===== src/rtl/bram_stream_reader.sv =====
// Burst read sequencer for the node-data BRAM: issues consecutive reads on start
// and re-streams the returned words through a small skid FIFO as valid/ready beats.
module bram_stream_reader #(
  parameter int ADDR_WIDTH = 8,
  parameter int DATA_WIDTH = 64,
  parameter int DEPTH      = 256,
  parameter int FIFO_DEPTH = 4
) (
  input  logic                  clk,
  input  logic                  rst,
  input  logic                  start,
  input  logic [ADDR_WIDTH-1:0] base_addr,
  input  logic [ADDR_WIDTH:0]   rd_len,
  output logic                  busy,
  output logic                  done,
  output logic                  bram_re,
  output logic [ADDR_WIDTH-1:0] bram_rd_addr,
  input  logic [DATA_WIDTH-1:0] bram_rd_data,
  input  logic                  bram_rd_data_vld,
  output logic [DATA_WIDTH-1:0] out_data,
  output logic                  out_valid,
  input  logic                  out_ready,
  output logic                  out_last
);
  localparam int LW = ADDR_WIDTH + 1;
  localparam int PW = $clog2(FIFO_DEPTH);
  localparam int CW = $clog2(FIFO_DEPTH + 1);

  typedef enum logic [1:0] {S_IDLE, S_READ, S_DRAIN, S_DONE} state_t;

  state_t                  state;
  logic [LW-1:0]           len_q, issued, delivered;
  logic                    inflight;
  logic [DATA_WIDTH-1:0]   fifo_mem [FIFO_DEPTH];
  logic [PW-1:0]           wr_ptr, rd_ptr;
  logic [CW-1:0]           fifo_count;
  logic                    push, pop, room;

  function automatic logic [PW-1:0] ptr_inc(input logic [PW-1:0] p);
    return (p == PW'(FIFO_DEPTH - 1)) ? '0 : p + PW'(1);
  endfunction

  // Credit check counts the outstanding read so a full FIFO can always absorb it;
  // it only looks at registers, keeping out_ready off the bram_re path.
  assign room      = ({1'b0, fifo_count} + {{CW{1'b0}}, inflight}) < (CW+1)'(FIFO_DEPTH);
  assign bram_re   = ~rst & (state == S_READ) & room;
  assign push      = bram_rd_data_vld & inflight;
  assign out_valid = (fifo_count != '0);
  assign pop       = out_valid & out_ready;
  assign out_data  = out_valid ? fifo_mem[rd_ptr] : '0;
  assign out_last  = out_valid & ((delivered + LW'(1)) == len_q);

  always_ff @(posedge clk)
    if (push) fifo_mem[wr_ptr] <= bram_rd_data;

  always_ff @(posedge clk) begin
    if (rst) begin
      state        <= S_IDLE;
      busy         <= 1'b0;
      done         <= 1'b0;
      bram_rd_addr <= '0;
      len_q        <= '0;
      issued       <= '0;
      delivered    <= '0;
      inflight     <= 1'b0;
      wr_ptr       <= '0;
      rd_ptr       <= '0;
      fifo_count   <= '0;
    end else begin
      done     <= 1'b0;
      inflight <= bram_re;
      if (bram_re) begin
        bram_rd_addr <= (bram_rd_addr == ADDR_WIDTH'(DEPTH - 1)) ? '0 : bram_rd_addr + ADDR_WIDTH'(1);
        issued       <= issued + LW'(1);
      end
      if (push) wr_ptr <= ptr_inc(wr_ptr);
      if (pop) begin
        rd_ptr    <= ptr_inc(rd_ptr);
        delivered <= delivered + LW'(1);
      end
      fifo_count <= fifo_count + CW'(push) - CW'(pop);

      case (state)
        S_IDLE: if (start) begin
          len_q        <= rd_len;
          bram_rd_addr <= base_addr;
          issued       <= '0;
          delivered    <= '0;
          if (rd_len == '0) begin
            state <= S_DONE;
            done  <= 1'b1;
          end else begin
            state <= S_READ;
            busy  <= 1'b1;
          end
        end
        S_READ: if (bram_re && (issued + LW'(1)) == len_q) state <= S_DRAIN;
        // The last-beat pop implies every read has landed and the FIFO empties now.
        S_DRAIN: if (pop && out_last) begin
          state <= S_DONE;
          busy  <= 1'b0;
          done  <= 1'b1;
        end
        S_DONE: state <= S_IDLE;
        default: state <= S_IDLE;
      endcase
    end
  end
endmodule

===== config.mk =====
export PLATFORM = sky130hd
export DESIGN_NAME = bram_stream_reader
export DESIGN_NICKNAME = d
export VERILOG_FILES = /design/src/rtl/bram_stream_reader.sv
export SDC_FILE = /design/constraint.sdc
export NUM_CORES = 1
export LEC_CHECK = 0
export ABC_CLOCK_PERIOD_IN_PS = 5000
export BUFFER_PORTS_ARGS = -buffer_cell sky130_fd_sc_hd__buf_2
export CAP_MARGIN = 0
export CORE_MARGIN = 2
export CORE_UTILIZATION = 64
export CTS_BUF_LIST = sky130_fd_sc_hd__clkbuf_8
export DETAILED_ROUTE_END_ITERATION = 16
export PLACE_DENSITY = 0.95
export SLEW_MARGIN = 20
export SYNTH_ARGS = -nofsm -noshare
export SYNTH_HDL_FRONTEND = slang
export SYNTH_SLANG_ARGS = --single-unit
export TNS_END_PERCENT = 50

===== constraint.sdc =====
create_clock -name clk -period 5 [get_ports clk]
set_input_delay 0.75 -clock clk [delete_from_list [all_inputs] [get_ports clk]]
set_output_delay 0.75 -clock clk [all_outputs]
set_load 0.005 [all_outputs]

# After elaboration in Yosys (flattened, before gate mapping)
# Memories as Yosys holds them, arrays and structs flattened. A register that Yosys moved wholly into a read port is not among the register bits.
# Cells that the tools add are included.
# word_totals
register_bits,47
latchBits,0
ram_bits,256
romBits,0
elab_cells,78
memories,1
# classes
n_addsub,8
mul,0
n_div,0
order_cmp,1
eq_ne,12
n_shift,0
muxes,30
bitwise,6
n_reduce_logical,9
# memory_table
name,depth,word_bits,read_ports,rd_clocked_by_memory_dff,wr,line,rtl
fifo_mem,4,64,1,1,1,34,logic [DATA_WIDTH-1:0] fifo_mem [FIFO_DEPTH];
# op_table
cell,count
$mux W64,1
$mux W9,6
$mux W8,4
$add A9 B1 Y9 const B,2
$eq A9 B9 Y1,2
$mux W2,8
$logic_not A9 Y1,1
$add A8 B1 Y8 const B,1
$eq A2 B2 Y1 const B,4
$eq A8 B8 Y1 const B,1
$mux W1,8
$pmux W2 S4,1
$ne A2 B2 Y1 const B,3
$and A1 B1 Y1,5
$add A2 B1 Y2 const B,2
$add A3 B1 Y4,1
$lt A4 B3 Y1 const B,1
$pmux W1 S2,2
$reduce_and A4 Y1,1
$add A3 B1 Y3,1
$reduce_and A3 Y1,1
$reduce_bool A3 Y1,1
$sub A3 B1 Y3,1
$eq A2 B1 Y1 const B,1
other kinds (6),7

# Depth between registers and ports, before layout
# logic_depth
depth_word,6
depth_mapped,10

# Worst setup path after synthesis
# OpenSTA, ideal clock, no wires.
# synth_timing
kind,input -> register
from,input bram_rd_data_vld
to,memory fifo_mem[3][0] (enable)
setup_ns,0.429
arrival_ns,2.308
t_required_ns,4.571
slack_ns,2.262
path_stages,1
path_buffers,0
path_cell_list,and3_1
# synth_via
elab_chain_len,3
# synth_lines
element,line,rtl
"start, declared",19,"input logic bram_rd_data_vld,"
$and A1 B1 Y1,47,assign push = bram_rd_data_vld & inflight;
$mux W1,54,if (push) fifo_mem[wr_ptr] <= bram_rd_data;
$mux W1 (implied by the code),54,
"end, declared",34,
# Every way passes these cells.

==> impl_metrics.csv <==
group,metric,value,unit
finish,final_cells,1218,
clocking,htree_levels,2,
synth,synth_area_leaders,"edfxtp_1 62%, mux4_2 12%, dfxtp_1 7.9%",
power_and_ir_drop,power_density,449,nW/um^2
power_and_ir_drop,power.total,0.00641,W
synth,yosysSeqAreaShare,69.7,%
placement,dp_hpwl,15200,um
job,maxCapViolations,0,
synth,ys.flop_type,"edfxtp_1",
timing,fin_ws,1.45,ns
setup_path,reg2reg_depth,10,
global_route,track_usage,24.1,%
global_route,grt_pass1_vias,7009,
synth,synth_top_area_share,61.9,%
finish,drive_gt1_share,31.8,%
clocking,cts_tree,"built",
die,die_w,143,um
synth,synth_fp_nets,846,
clocking,cts-root-buf,"clkbuf_8",
synth,synthSimpleGateAreaFrac,9.08,%
setup_path,worst-r2r-setup-slack,2.41,ns
setup_path,cp-end-kind,"primary output",
placement,gp_congestion,0.811,
clocking,cts.clk_slew.worst_paths,0.06,ns
drt,drt_wl_total,24300,um
clocking,clock_latency,0.56,ns
run_status,status,"completed",
global_route,grt_pass1_wl,37100,um
timing,slew_violations,0,
placement,dpl-instance-area,13400,um^2
drt,firstDrtPassIters,5,
setup_path,cp_max_fo,33,
synth,synth_cells,745,
synth,synthTopCellsByCount,"256 x edfxtp_1, 66 x and2_1, 64 x mux4_2",
die,ios,163,
timing,period_minus_slack,3.55,ns
placement,io_buffers,162,
synth,yosysMostFrequentCell,"edfxtp_1",
finish,syn2layout_area_growth,15.0,%
synth,yosys_warnings,0,
global_route,antenna_found_initial,3,
synth,synth_edf_count,256,
die,start_util,65.8,%
timing,rsz0062_at_grt,"no",
die,core-area,18900,um^2
timing,worstMarginPinSlew,0.994,ns
synth,ys_types,51,
placement,dp_slack,1.97,ns
synth,synth_area,12400,um^2
drt,avgViaCountPerCell,5.80,
global_route,grt-ovfl-total,0,
die,num_rows,50,
setup_path,worstReg2RegStart,"fifo_count[1]",
setup_path,reg2reg_to,"fifo_count[2]",
setup_path,startpoint_type,"flip-flop",
synth,synth_top_family_by_area,"multiplexers",
synth,synth_top_cell_by_area,"edfxtp_1",
clocking,cts_setup_buffers,0,
setup_path,worstPathArrival,2.80,ns
power_and_ir_drop,leakagePower,5.03,nW
setup_path,crit_type,"flip-flop to primary output",
setup_path,cp-endpoint,"out_data[24]",
synth,synthXorXnorAreaFrac,2.89,%
clocking,cts_hold_buf,0,
timing,fmax,0.282,GHz
power_and_ir_drop,peakVddDrop,0.328,mV
hold_path,hold_path.class,"input pin to flip-flop",
synth,syn_area_per_cell,16.7,um^2
hold_path,hp-start,"base_addr[0]",
die,die_y,143,um
clocking,post_cts_resized,0,
synth,synth-compound-area-share,3.06,%
synth,async_flop_share,0,%
timing,finalSetupViolCount,0,
clocking,clk_path_buf_depth,3,
clocking,cts.sinks,305,
placement,place_inst,1130,
finish,final_nets,1020,
timing,slew_headroom,33.7,%
setup_path,required,4.25,ns
drt,route.detailed.drc,0,
drt,drt-initial-drc-count,502,
global_route,grt_max_degree,67,
die,die_area,20500,um^2
drt,ant_nets,0,
synth,ys_ff_latch,305,
timing,period_share,71.0,%
timing,setup_tns,0,ns
synth,synthMuxAreaShare,11.8,%
synth,synth-adder-area-share,1.57,%
timing,finClkSkew,0.0207,ns
clocking,numCtsBuffers,47,
timing,hold_violations,0,
drt,vias,7067,
finish,design_area,14300,um^2
drt,wl_per_cell,20.0,um
[final cells by class]
| type | count | area, um^2 |
|---|---|---|
| flip-flops and latches | 305 | 8680 |
| fillers | 1115 | 4610 |
| multi-input cells | 389 | 3560 |
| repair buffers | 165 | 833 |
| clock buffers | 48 | 661 |
| well taps | 260 | 325 |
| clock inverters | 39 | 191 |
| inverters | 11 | 41.3 |
| diodes | 1 | 2.50 |
[routing by layer]
layer  vias to the layer above  GRT usage, %  wire, um
met4                         4          7.22       485
met3                        45          5.76      1970
li1                       3216             -         -
met1                      3502          30.6      9340
met5                         -             0        21
met2                       300          41.8     12500
[worst min-delay path by stage]
stage / to / slack [ns] / depth (start not counted)
final: bram_rd_addr[0] / 0.40 / 3
after global routing: fifo_mem[3][32] / 0.39 / 1
after CTS: bram_rd_addr[3] / 0.37 / 3
after detailed placement: len_q[0] / 0.49 / 2
after global placement: flip-flop / 0.45 / 2
after floorplan: flip-flop / 0.45 / 2
[flip-flops by register name, indices dropped and copies added, names as in the netlist, 3 cells and up, named ones only]
| signal | flops |
|---|---|
| bram_rd_addr | 8 |
| len_q | 9 |
| fifo_count | 3 |
| fifo_mem | 256 |
| issued | 9 |
| delivered | 9 |
[cell usage in the layout (no fill, tap or decap), types with 7 or more instances in the layout]
master	n
a21oi_1	24
and2_1	66
buf_2	162
clkbuf_8	48
clkinv_1	11
dfxtp_1	47
edfxtp_1	256
ha_1	14
inv_1	29
mux4_2	64
nand2_1	49
nand3_1	11
nand4_1	7
nor2_1	29
nor3_1	8
o21ai_0	7
xnor2_1	24
xor2_1	17
[logic make-up (layout without fill, tap and decap cells)]
group / count (synthesis) / count (layout)
flops: 305 / 305
compound gates: 59 / 59
fa+ha+maj: 15 / 15
simple gates: 207 / 207
xor+xnor: 41 / 41
buf+inv: 51 / 263
mux: 67 / 67
other cells: 0 / 1
[critical path, stage by stage, from the launching register on]
cell and delay, ns:
dfxtp_4 0.78, buf_4 0.49, mux4_2 0.62, and2_1 0.20, buf_2 0.12
[per-stage QoR]
step                hold WS (ns)  utilization [%]
global placement           0.453             71.1
global route               0.390             75.6
floorplan                  0.454                -
finish                     0.395             75.6
detailed placement         0.490             71.1
CTS                        0.375             75.6
[power breakdown]
part | switching (W) | internal [W] | total (W) | leakage, nW
registers | 0.000160 | 0.00286 | 0.00302 | 2.70
logic | 0.000757 | 0.000774 | 0.00153 | 1.82
clock network | 0.000911 | 0.000949 | 0.00186 | 0.502
total | 0.00183 | 0.00459 | 0.00641 | 5.03
(Power assumes the default switching activity.)
